`config.mk`:
```
export PLATFORM = sky130hd
export DESIGN_NAME = pwm_fade_sequencer
export DESIGN_NICKNAME = d
export VERILOG_FILES = /design/src/rtl/pwm_fade_sequencer.sv
export SDC_FILE = /design/constraint.sdc
export NUM_CORES = 1
export LEC_CHECK = 0
export CAP_MARGIN = 30
export CORE_AREA = 10 10 109 111
export DETAILED_ROUTE_END_ITERATION = 16
export DIE_AREA = 0 0 119 121
export PLACE_DENSITY = 0.79
export RECOVER_POWER = 100
export SLEW_MARGIN = 20
export SYNTH_ARGS = -nofsm -noshare
export SYNTH_HDL_FRONTEND = slang
export SYNTH_SLANG_ARGS = --single-unit
```
`constraint.sdc`:
```
create_clock -name clk -period 6.8 [get_ports clk]
set_input_delay 1.02 -clock clk [delete_from_list [all_inputs] [get_ports clk]]
set_output_delay 1.02 -clock clk [all_outputs]
set_load 0.05 [all_outputs]
```
`src/rtl/pwm_fade_sequencer.sv`:
```
// Purpose: sequences PWM duty/period: fade-to-target or min/max breathe with hold plateaus.
// Latency: duty_acc steps on the tick edge; the core sees it at the next cycle_end after that edge.
// Backpressure: none; enable=0 freezes the ramp while shadow commits to the core keep running.
module pwm_fade_sequencer #(
    parameter int N      = 8,
    parameter int HOLD_W = 8
) (
    input  logic              clk,
    input  logic              reset,
    input  logic              tick,
    input  logic              enable,
    input  logic              breathe,
    input  logic [N-1:0]      target,
    input  logic [N-1:0]      duty_min,
    input  logic [N-1:0]      duty_max,
    input  logic [N-1:0]      step,
    input  logic [HOLD_W-1:0] hold_ticks,
    input  logic [N:0]        period_in,
    input  logic              cycle_end,
    output logic [N-1:0]      duty_out,
    output logic [N:0]        period_out,
    output logic              load,
    output logic              busy,
    output logic              done
);

    typedef enum logic [2:0] {
        IDLE    = 3'd0,
        UP      = 3'd1,
        DOWN    = 3'd2,
        HOLD_HI = 3'd3,
        HOLD_LO = 3'd4
    } state_t;

    state_t            state_q, state_d;
    logic [N-1:0]      duty_acc_q, duty_acc_d;
    logic [HOLD_W-1:0] hold_cnt_q, hold_cnt_d;
    logic              pending_q, pending_d;
    logic [N-1:0]      duty_out_q, duty_out_d;
    logic [N:0]        period_out_q, period_out_d;
    logic              load_q, load_d;
    logic              busy_q, busy_d;
    logic              done_q, done_d;

    // Ramp arithmetic: a zero step would stall forever, so it behaves as 1.
    logic [N-1:0]        step_eff;
    logic [N-1:0]        up_lim;
    logic [N-1:0]        dn_lim;
    logic [N:0]          up_sum;
    logic signed [N+1:0] dn_diff;
    logic [N-1:0]        up_next;
    logic [N-1:0]        dn_next;
    logic [HOLD_W-1:0]   hold_inc;
    logic                range_bad;

    assign step_eff  = (step == '0) ? N'(1) : step;
    assign up_lim    = breathe ? duty_max : target;
    assign dn_lim    = breathe ? duty_min : target;
    assign up_sum    = {1'b0, duty_acc_q} + {1'b0, step_eff};
    assign dn_diff   = $signed({2'b00, duty_acc_q}) - $signed({2'b00, step_eff});
    // Saturate at the limit: the extra bit catches overflow, the sign catches underflow.
    assign up_next   = (up_sum >= {1'b0, up_lim}) ? up_lim : up_sum[N-1:0];
    assign dn_next   = (dn_diff <= $signed({2'b00, dn_lim})) ? dn_lim : dn_diff[N-1:0];
    assign hold_inc  = hold_cnt_q + HOLD_W'(1);
    assign range_bad = (duty_min >= duty_max);

    // Next-state and ramp accumulator: IDLE decides on any clk, all other moves wait for tick.
    always_comb begin
        state_d    = state_q;
        duty_acc_d = duty_acc_q;
        hold_cnt_d = hold_cnt_q;
        done_d     = 1'b0;

        if (!enable) begin
            state_d    = IDLE;
            hold_cnt_d = '0;
        end else if (state_q == IDLE) begin
            hold_cnt_d = '0;
            if (breathe) begin
                state_d = (duty_acc_q < duty_max) ? UP : DOWN;
            end else if (target > duty_acc_q) begin
                state_d = UP;
            end else if (target < duty_acc_q) begin
                state_d = DOWN;
            end
        end else if (tick) begin
            if (!breathe) begin
                // Fade: re-aim at the current target every tick, whichever side it is on.
                hold_cnt_d = '0;
                if (target > duty_acc_q) begin
                    duty_acc_d = up_next;
                    if (up_next == target) begin
                        state_d = IDLE;
                        done_d  = 1'b1;
                    end else begin
                        state_d = UP;
                    end
                end else if (target < duty_acc_q) begin
                    duty_acc_d = dn_next;
                    if (dn_next == target) begin
                        state_d = IDLE;
                        done_d  = 1'b1;
                    end else begin
                        state_d = DOWN;
                    end
                end else begin
                    state_d = IDLE;
                    done_d  = 1'b1;
                end
            end else if (range_bad) begin
                // Empty breathe window: pin to the max and park.
                duty_acc_d = duty_max;
                hold_cnt_d = '0;
                state_d    = HOLD_HI;
            end else begin
                case (state_q)
                    UP: begin
                        duty_acc_d = up_next;
                        if (up_next == duty_max) begin
                            hold_cnt_d = '0;
                            state_d    = (hold_ticks == '0) ? DOWN : HOLD_HI;
                        end
                    end
                    DOWN: begin
                        duty_acc_d = dn_next;
                        if (dn_next == duty_min) begin
                            hold_cnt_d = '0;
                            state_d    = (hold_ticks == '0) ? UP : HOLD_LO;
                        end
                    end
                    HOLD_HI: begin
                        if (hold_inc >= hold_ticks) begin
                            hold_cnt_d = '0;
                            state_d    = DOWN;
                        end else begin
                            hold_cnt_d = hold_inc;
                        end
                    end
                    HOLD_LO: begin
                        if (hold_inc >= hold_ticks) begin
                            hold_cnt_d = '0;
                            state_d    = UP;
                        end else begin
                            hold_cnt_d = hold_inc;
                        end
                    end
                    default: begin
                        state_d = IDLE;
                    end
                endcase
            end
        end
    end

    // Shadow commit: hand the pre-edge duty_acc/period_in to the core only at a period boundary.
    always_comb begin
        load_d       = 1'b0;
        duty_out_d   = duty_out_q;
        period_out_d = period_out_q;
        if (cycle_end && pending_q) begin
            duty_out_d   = duty_acc_q;
            period_out_d = period_in;
            load_d       = 1'b1;
        end
        // Looking at next-cycle values keeps a just-committed setting from loading twice,
        // and keeps a same-edge duty change pending for the following boundary.
        pending_d = (duty_acc_d != duty_out_d) || (period_in != period_out_d);
        busy_d    = (state_q != IDLE);
    end

    // State and output registers with synchronous reset.
    always_ff @(posedge clk) begin
        if (reset) begin
            state_q      <= IDLE;
            duty_acc_q   <= '0;
            hold_cnt_q   <= '0;
            pending_q    <= 1'b0;
            duty_out_q   <= '0;
            period_out_q <= '0;
            load_q       <= 1'b0;
            busy_q       <= 1'b0;
            done_q       <= 1'b0;
        end else begin
            state_q      <= state_d;
            duty_acc_q   <= duty_acc_d;
            hold_cnt_q   <= hold_cnt_d;
            pending_q    <= pending_d;
            duty_out_q   <= duty_out_d;
            period_out_q <= period_out_d;
            load_q       <= load_d;
            busy_q       <= busy_d;
            done_q       <= done_d;
        end
    end

    assign duty_out   = duty_out_q;
    assign period_out = period_out_q;
    assign load       = load_q;
    assign busy       = busy_q;
    assign done       = done_q;

endmodule

```
After elaboration in Yosys (flattened, before gate mapping)
Index checks and enable logic that the tools add are counted.
W data, S select, Z words.
- register bits: 40
- latch bits: 0
- memory bits (writable): 0
- bits in read-only memories: 0
- input port bits: 55
- output and inout port bits: 20
- memories: 0
- $add $sub $neg: 3
- $mul: 0
- div/mod/pow operators: 0
- magnitude comparators: 7
- equality and inequality tests: 18
- shift-type cells: 0
- multiplexer cells: 45
- bitwise logic cells: 2
- reductions and logical operators: 13
- operators with widths (cell ; number):
    $mux W8 ; 18
    $mux W3 ; 14
    $eq A8 B8 Y1 ; 4
    $pmux W8 S3 ; 1
    $ne A5 B5 Y1 const B ; 4
    $ge A8 B8 Y1 ; 2
    $logic_not A8 Y1 ; 2
    $lt A8 B8 Y1 ; 2
    $pmux W8 S2 ; 1
    $pmux W3 S4 ; 1
    $add A8 B8 Y9 ; 1
    $ge A9 B8 Y1 ; 1
    $le A9 B9 Y1 ; 1
    $mux W9 ; 1
    $ne A9 B9 Y1 ; 1
    $sub A8 B8 Y9 ; 1
    $add A8 B1 Y8 const B ; 1
    $gt A8 B8 Y1 ; 1
    $ne A4 B4 Y1 const B ; 2
    $ne A8 B8 Y1 ; 1
    $mux W1 ; 7
    $eq A3 B2 Y1 const B ; 2
    $reduce_and A6 Y1 ; 1
    $ne A5 B2 Y1 const B ; 1
    other kinds (14) ; 17

Depth between registers and ports, before layout
Gate-level depths: netlist of the first run.
- word-level depth: 13
- gate-level depth with buffers: 21
- gate-level depth less buffers: 20

Worst setup path after synthesis of the first run
No wires, ideal clock.
- path type: in2reg
- start: in step[5]
- end: reg hold_cnt_q[1]
- data arrival time: 5540 ps
- slack: 1188 ps
- cell stages on the path: 20
- buffers on the path: 0
- path through: nor4_1 -> a41o_1 -> ha_1 -> fa_1 -> nand2b_1 -> a211oi_2 -> or4_1 -> nand3_1 -> ha_1 -> a211oi_2 -> nand2_1 -> o311a_1 -> or4_4 -> nand3_1 -> nand4b_1 -> or4_4 -> o31ai_4 -> o31ai_2 -> nor3b_4 -> mux2i_1
- longest elaborated chain between the ends: 8
- ends and longest elaborated chain (element ; line ; source):
    start: declaration ; 16 ; input logic [N-1:0] step,
    $logic_not A8 Y1 ; 56 ; assign step_eff = (step == '0) ? N'(1) : step;
    $mux W8 (*) ; 56 ;
    $sub A8 B8 Y9 / $add A8 B8 Y9 (equally long branches) ; 60, 59 ;
    $le A9 B9 Y1 / $ge A9 B8 Y1 (equally long branches) ; 63, 62 ;
    $mux W8 (on tied branches) ; 63, 62 ;
    $eq A8 B8 Y1 (on tied branches) ; 126, 119 ;
    $ne A4 B4 Y1 (no line) ; n/a ;
    $reduce_and A4 Y1 (no line) (*) ; n/a ;
    end signal: assignment ; 186 ; hold_cnt_q <= hold_cnt_d;
    end: declaration ; 37 ; logic [HOLD_W-1:0] hold_cnt_q, hold_cnt_d;
Every way passes the cells marked *; elsewhere a longest branch is shown, timed or not.
A chain may end at the register's enable or synchronous reset.

Worst setup path after layout of the first run
Same ends and word-level chain as after synthesis.

==> summary.md, run 1 <==
| Metric | Value |
|---|---|
| H-Tree Depth | `2` |
| Number of enable-type register cells in the synthesized netlist | `0` |
| I/O pins | `75` |
| Floorplan die area | `14400 um^2` |
| Buf+Inv Stages, Crit Path | `2` |
| CTS tree | `done` |
| Die Y-Extent | `121 um` |
| Number of flip-flops and latches in the synthesized netlist | `40` |
| Worst Setup Start Kind | `primary input` |
| Sequential group share of total power | `25.6%` |
| CTS sink count | `40` |
| Worst path top cell family by delay | `simple AND/OR/NAND/NOR gates` |
| Max_cap viols | `0` |
| Fraction of power consumed by the clock network | `26.7%` |
| Internal power of the cells | `622 uW` |
| Min-Delay Path Class | `flip-flop to flip-flop` |
| Worst skew pair latency | `300 ps` |
| Run status | `complete, no violations` |
| Post-detailed-routing wire length | `18200 um` |
| Number of buffer cells added on primary ports | `74` |
| Synthesized net count | `822` |
| Global-route wire length before repair | `29000 um` |
| Most frequent cells in the layout | `76 x nand2_1, 65 x ha_1, 64 x a21oi_1` |
| Initial antenna violation count | `0` |
| Final Hold Viols | `0` |
| Arrival time reported for the critical path endpoint | `6570 ps` |
| Number of vias per cell | `6.30` |
| P_leak | `2.75 nW` |
| Mapped cell area | `5230 um^2` |
| Register area share after synthesis | `15.3%` |
| Post-layout instance count excluding filler cells | `907` |
| Highest metal layer used by the detailed router | `met4` |
| WS Path Type | `primary input to flip-flop` |
| Max FO, Critical Path | `8` |
| Clock-pin slew reported for the worst setup and hold paths after clock tree synthesis | `80 ps` |
| CTS max path bufs | `2` |
| Final Max Slew Viols | `0` |
| Post-detailed-route wirelength per cell | `20.1 um` |
| Number of DRC markers after the initial detailed-route iteration | `614` |
| Maximum vdd ir drop | `0.000135 V` |
| Clock Skews | `8.26 ps` |
| List of cells traversed by the critical path | `clkdlybuf4s50_1 > nor4_1 > a41o_1 > ha_1 > fa_1 > nand2b_1 > a211oi_2 > or4_1 > nand3_1 > ha_1 > a211oi_2 > nand2_1 > o311a_1 > or4_4 > nand3_1 > nand4b_1 > or4_1 > o31ai_4 > o31ai_1 > nor3b_4 > buf_4 > mux2i_1` |
| Number of global-route vias before repair | `5438` |
| Final Setup Violations | `0` |
| Number of hold buffers added after cts | `0` |
| Async set-or-reset flop fraction in the synthesized netlist | `0%` |
| Transition at the pin with the smallest max-transition slack | `857 ps` |
| ANT cells | `0` |
| Half-perimeter wire length after placement | `14800 um` |
| Sort of element at the end of the critical path | `flip-flop` |
| Sw Ratio | `38.1%` |
| Remaining DRCs | `0` |
| Placeable core area | `9640 um^2` |
| Crit-path slowest cell | `or4_1` |
| Global-route usage over all layers | `24.2%` |
| Placement row count | `36` |
| Num CTS Buffers | `5` |
| Register-to-Register Setup Slack | `1390 ps` |
| Post-Synthesis Mean Instance Area | `7.46 um^2` |
| Routed wl met2 | `8390 um` |
| Setup Total Neg Slack | `0 ps` |
| P per Cell Area | `159 nW/um^2` |
| Dominant synthesized flop cell | `dfxtp_1` |
| Overall overflow remaining after global route | `0` |
| Part of the power in combinational logic | `47.7%` |
| Root Driver | `clkbuf_8` |
| Total setup buffers inserted after CTS | `0` |
| Period utilisation layout | `93.4%` |
| Initial standard-cell utilization of the core | `54.2%` |
| Largest stage delay, worst path | `610 ps` |
| Placer's final routability congestion estimate | `0.980` |
| Routed Antenna Nets | `0` |
| Commonest non-fill, non-tap cell in the layout | `nand2_1` |
| RSZ-0062 raised after global routing | `false` |
| Routed via count | `5710` |
| Number of instances in the synthesized netlist | `700` |
| Count of nets after finishing | `895` |
| Top achievable clock speed | `0.157 GHz` |
| Detailed-routed wire length on met3 | `1620 um` |
| Count of warnings emitted by yosys | `0` |
| Headroom to the max-slew limit | `42.6%` |
| Library cells used by synthesis | `75` |
| Pin count of the biggest net entering global routing | `23` |
| # placed instances | `897` |
| Total net switching power | `383 uW` |
| Shortest period the worst path allows | `6350 ps` |
| Critical path data required time | `7020 ps` |
| Area Overhead vs Synth | `20.8%` |
| Share of cells above drive strength 1 | `5.17%` |
| Horiz. Die Dim | `119 um` |
| Count of cells resized by post-cts repair | `0` |
| 1st-pass router iterations | `6` |
| Routed length on met1 | `7760 um` |
[final cells by class]
type                       count  area [um^2]
clock buffer                   5         68.8
clock inverter                 3         90.1
fill                         872         3330
inverter                      47          176
multi-input combinational    583         4120
sequential                    40          801
tap                          133          166
timing repair buffer          96          896
[kinds of logic after synthesis]
| group | Yosys count | synth area share [%] |
|---|---|---|
| AND/OR/NAND/NOR | 225 | 21.6 |
| AO/OA/AOI/OAI | 218 | 28.4 |
| buffers and inverters | 77 | 5.75 |
| adder cells (fa/ha/maj) | 67 | 16.3 |
| XOR/XNOR | 59 | 9.89 |
| flip-flops | 40 | 15.3 |
| multiplexers | 14 | 2.71 |
[state kept, by name, summed over array words and instances, names as in the netlist]
signal and flops:
busy 1, done 1, load 1, hold_cnt_q 8, pending_q 1, duty_acc_q 8, period_out 9, state_q 3
duty_out 8
[power groups by stage]
stage          logic (mW)  clock network (mW)  registers, mW
4_1_cts             0.469               0.271          0.257
3_3_place_gp        0.459                   0          0.262
3_5_place_dp        0.466                   0          0.263
5_1_grt             0.517               0.278          0.259
2_1_floorplan       0.302                   0          0.271
6_report            0.479               0.268          0.257
[worst paths after layout]
path                                    start       endpoint  depth (start not counted)
worst max-delay path                  step[5]  hold_cnt_q[1]                         22
worst max register to register  duty_acc_q[0]      pending_q                         21
worst min register to register  period_out[6]  period_out[6]                          2
worst min-delay path            period_out[6]  period_out[6]                          2
[metal layers]
metal  vias up  track usage [%]
met5         -                0
met4         0             6.79
met3        48             3.96
met2       327             39.7
met1      2631             32.0
li1       2704                -
[through the flow]
stage               setup WS [ps]  utilization (%)  total power, mW  hold WS [ps]  area (um^2)
floorplan                    1190                -            0.573           447         5230
global placement              437             63.8            0.721           455         6150
detailed placement            293             64.0            0.728           480         6170
CTS                           604             65.6            0.997           492         6320
global route                  103             65.5             1.05           518         6310
finish                        448             65.5             1.00           489         6310
[cells in the mapped netlist, types with 3 or more instances]
master	number	area share, %
nand2_1	76	5.5
ha_1	65	16
a21oi_1	64	6.1
inv_1	47	3.4
nor2_1	43	3.1
dfxtp_1	40	15
o21ai_0	36	3.4
xnor2_1	34	5.7
xor2_1	25	4.2
clkbuf_1	22	1.6
nor3_1	16	1.5
nor2b_1	15	1.8
nand3_1	14	1.3
mux2i_1	13	2.5
a21o_1	11	1.6
nand4_1	10	1.2
o211ai_1	10	1.4
o22ai_1	10	1.2
nand2b_1	9	1.1
a31oi_1	8	0.96
o31ai_1	8	1.1
o21a_1	7	1.0
or3_1	7	0.84
and3_1	6	0.72
a211o_1	5	0.84
and2_1	5	0.60
nor4_1	5	0.60
a211oi_1	4	0.57
a21boi_0	4	0.57
a2bb2oi_1	4	0.67
o221ai_1	4	0.67
a22oi_1	3	0.43
and3b_1	3	0.50
buf_1	3	0.22
buf_2	3	0.29
o2111ai_1	3	0.50
o21bai_1	3	0.43
o311a_1	3	0.57
or2_2	3	0.36
[worst register-to-register path: cells and delay by family, from the launching register on]
| kind | cells | cell delay, ps |
|---|---|---|
| buffers and inverters | 3 | 520 |
| adders and majority gates | 3 | 970 |
| and+or+nand+nor | 4 | 730 |
| AOI/OAI and AO/OA | 9 | 2150 |
| DFF | 1 | 500 |
| xor gates and xnor gates | 2 | 370 |
No activity file was read; power rests on OpenSTA's default activity.
==> run 2, diff against run 1 <==
--- a/config.mk
+++ b/config.mk
@@ -7,10 +7,12 @@
 export LEC_CHECK = 0
 export CAP_MARGIN = 30
 export CORE_AREA = 10 10 109 111
+export CTS_CLUSTER_SIZE = 12
 export DETAILED_ROUTE_END_ITERATION = 16
 export DIE_AREA = 0 0 119 121
 export PLACE_DENSITY = 0.79
 export RECOVER_POWER = 100
+export REMOVE_ABC_BUFFERS = 1
 export SLEW_MARGIN = 20
 export SYNTH_ARGS = -nofsm -noshare
 export SYNTH_HDL_FRONTEND = slang
==> run 2 against run 1 <==
Effect of this change: cell area down 1.3%; setup slack worse by 7.8 ps; worst hold slack worse by 5.5 ps; critical endpoint is now hold_cnt_q[6]; largest cell class unchanged; largest power group unchanged; highest routed layer unchanged.
==> summary.md, run 2 (synthesized netlist as in run 1, its figures left out) <==
| Metric | Value |
|---|---|
| Run status | `complete, no violations (unchanged)` |
| Worst Setup Start Kind | `primary input (unchanged)` |
| Initial antenna violation count | `0 (unchanged)` |
| Share of cells above drive strength 1 | `4.30% (was 5.17%)` |
| Post-detailed-routing wire length | `18600 um (was 18200 um)` |
| Post-detailed-route wirelength per cell | `20.6 um (was 20.1 um)` |
| Critical path data required time | `7030 ps (was 7020 ps)` |
| Floorplan die area | `14400 um^2 (unchanged)` |
| Setup Total Neg Slack | `0 ps (unchanged)` |
| Global-route usage over all layers | `24.8% (was 24.2%)` |
| Final Setup Violations | `0 (unchanged)` |
| Pin count of the biggest net entering global routing | `27 (was 23)` |
| RSZ-0062 raised after global routing | `false (unchanged)` |
| Total setup buffers inserted after CTS | `0 (unchanged)` |
| Number of buffer cells added on primary ports | `74 (unchanged)` |
| Flip-flop count of the largest register, all copies and words added | `9 (unchanged)` |
| Number of vias per cell | `6.28 (was 6.30)` |
| Worst min-delay path startpoint | `hold_cnt_q[7] (was period_out[6])` |
| Sort of element at the end of the critical path | `flip-flop (unchanged)` |
| Overall overflow remaining after global route | `0 (unchanged)` |
| Initial standard-cell utilization of the core | `54.2% (unchanged)` |
| Number of global-route vias before repair | `5541 (was 5438)` |
| Num CTS Buffers | `5 (unchanged)` |
| Routed Antenna Nets | `0 (unchanged)` |
| 1st-pass router iterations | `5 (was 6)` |
| Maximum vdd ir drop | `0.000103 V (was 0.000135 V)` |
| Max_cap viols | `0 (unchanged)` |
| Die Y-Extent | `121 um (unchanged)` |
| Min-Delay Path Class | `flip-flop to flip-flop (unchanged)` |
| Placement row count | `36 (unchanged)` |
| Number of hold buffers added after cts | `0 (unchanged)` |
| Most frequent cells in the layout | `76 x nand2_1, 65 x ha_1, 64 x a21oi_1 (unchanged)` |
| Critical Path Start | `step[7] (was step[5])` |
| Routed via count | `5650 (was 5710)` |
| Transition at the pin with the smallest max-transition slack | `974 ps (was 857 ps)` |
| Global-route wire length before repair | `29400 um (was 29000 um)` |
| Period utilisation layout | `93.5% (was 93.4%)` |
| Commonest non-fill, non-tap cell in the layout | `nand2_1 (unchanged)` |
| Count of cells resized by post-cts repair | `0 (unchanged)` |
| Flip-flop and latch area | `801 um^2 (unchanged)` |
| Top achievable clock speed | `0.157 GHz (about the same)` |
| Shortest period the worst path allows | `6360 ps (was 6350 ps)` |
| Area used by multi-input combinational logic | `4130 um^2 (was 4120 um^2)` |
| Clock-pin slew reported for the worst setup and hold paths after clock tree synthesis | `80 ps (about the same)` |
| Number of filler cells placed in the layout | `915 (was 872)` |
| Area Overhead vs Synth | `19.2% (was 20.8%)` |
| Final Hold Viols | `0 (unchanged)` |
| Count of nets after finishing | `888 (was 895)` |
| Remaining DRCs | `0 (unchanged)` |
| Half-perimeter wire length after placement | `15100 um (was 14800 um)` |
| P per Cell Area | `149 nW/um^2 (was 159 nW/um^2)` |
| CTS max path bufs | `2 (unchanged)` |
| Placeable core area | `9640 um^2 (unchanged)` |
| Source of the worst register-to-register timing path | `duty_acc_q[5] (was duty_acc_q[0])` |
| Worst skew pair latency | `300 ps (about the same)` |
| Horiz. Die Dim | `119 um (unchanged)` |
| Headroom to the max-slew limit | `34.8% (was 42.6%)` |
| CTS tree | `done (unchanged)` |
| Final design utilization | `64.6% (was 65.5%)` |
| P_leak | `2.69 nW (was 2.75 nW)` |
| Arrival time reported for the critical path endpoint | `6590 ps (was 6570 ps)` |
| Max FO, Critical Path | `8 (unchanged)` |
| WS Path Type | `primary input to flip-flop (unchanged)` |
| H-Tree Depth | `2 (unchanged)` |
| Number of DRC markers after the initial detailed-route iteration | `602 (was 614)` |
| CTS sink count | `40 (unchanged)` |
| I/O pins | `75 (unchanged)` |
| Root Driver | `clkbuf_8 (unchanged)` |
| ANT cells | `0 (unchanged)` |
| Clock Skews | `3.57 ps (was 8.26 ps)` |
| Placer's final routability congestion estimate | `1.00 (was 0.980)` |
| Final Max Slew Viols | `0 (unchanged)` |
==> run 2: stage by stage <==
step           hold WS, ps  power (mW)  cells  setup WS (ps)  cell area [um^2]
2_1_floorplan          447       0.563    670           1190              5100
3_3_place_gp           456       0.713    889            376              6100
3_5_place_dp           474       0.722    890            214              6110
4_1_cts                484       0.916    898            517              6220
5_1_grt                513       0.976    900            107              6230
6_report               484       0.925    900            440              6230
==> run 2: worst paths after layout <==
check,endpoint,slack [ps],cells after the start
worst max-delay path,hold_cnt_q[6],440,21
worst min-delay path,hold_cnt_q[7],480,2
worst max register to register,pending_q,1430,18
worst min register to register,hold_cnt_q[7],480,2
==> run 2: area by class of cell <==
| type | count | area share (%) |
|---|---|---|
| clock buffers | 5 | 1.10 |
| clock inverters | 3 | 0.683 |
| inverters | 47 | 2.83 |
| multi-input cells | 583 | 66.3 |
| flip-flops and latches | 40 | 12.9 |
| well taps | 133 | 2.67 |
| repair buffers | 89 | 13.5 |
==> run 2: where the power goes <==
group	internal [mW]	total (mW)	switching, mW	leakage, nW
Combinational	0.190	0.473	0.282	2.32
Clock	0.109	0.196	0.0870	0.0541
Sequential	0.243	0.257	0.0145	0.324
==> run 2: per-layer routing <==
metal	GRT usage (%)	part of all wire, %	vias up
met5	0	0	-
met4	7.40	2.5	0
met3	4.33	8.5	38
met2	41.6	47	290
met1	31.6	42	2644
li1	-	-	2678
==> run 2: critical path: stages <==
cell	delay (ps)
clkdlybuf4s50_1	520
nor4_1	80
a41o_1	290
ha_1	230
fa_1	410
nand2b_1	130
a211oi_2	100
or4_1	410
nand3_1	120
ha_1	260
a211oi_1	230
nand2_1	140
o311a_1	350
or4_4	540
nand3_1	100
nand4b_1	110
or4_4	560
o31ai_4	210
o31ai_2	140
nor3b_4	410
mux2i_1	240
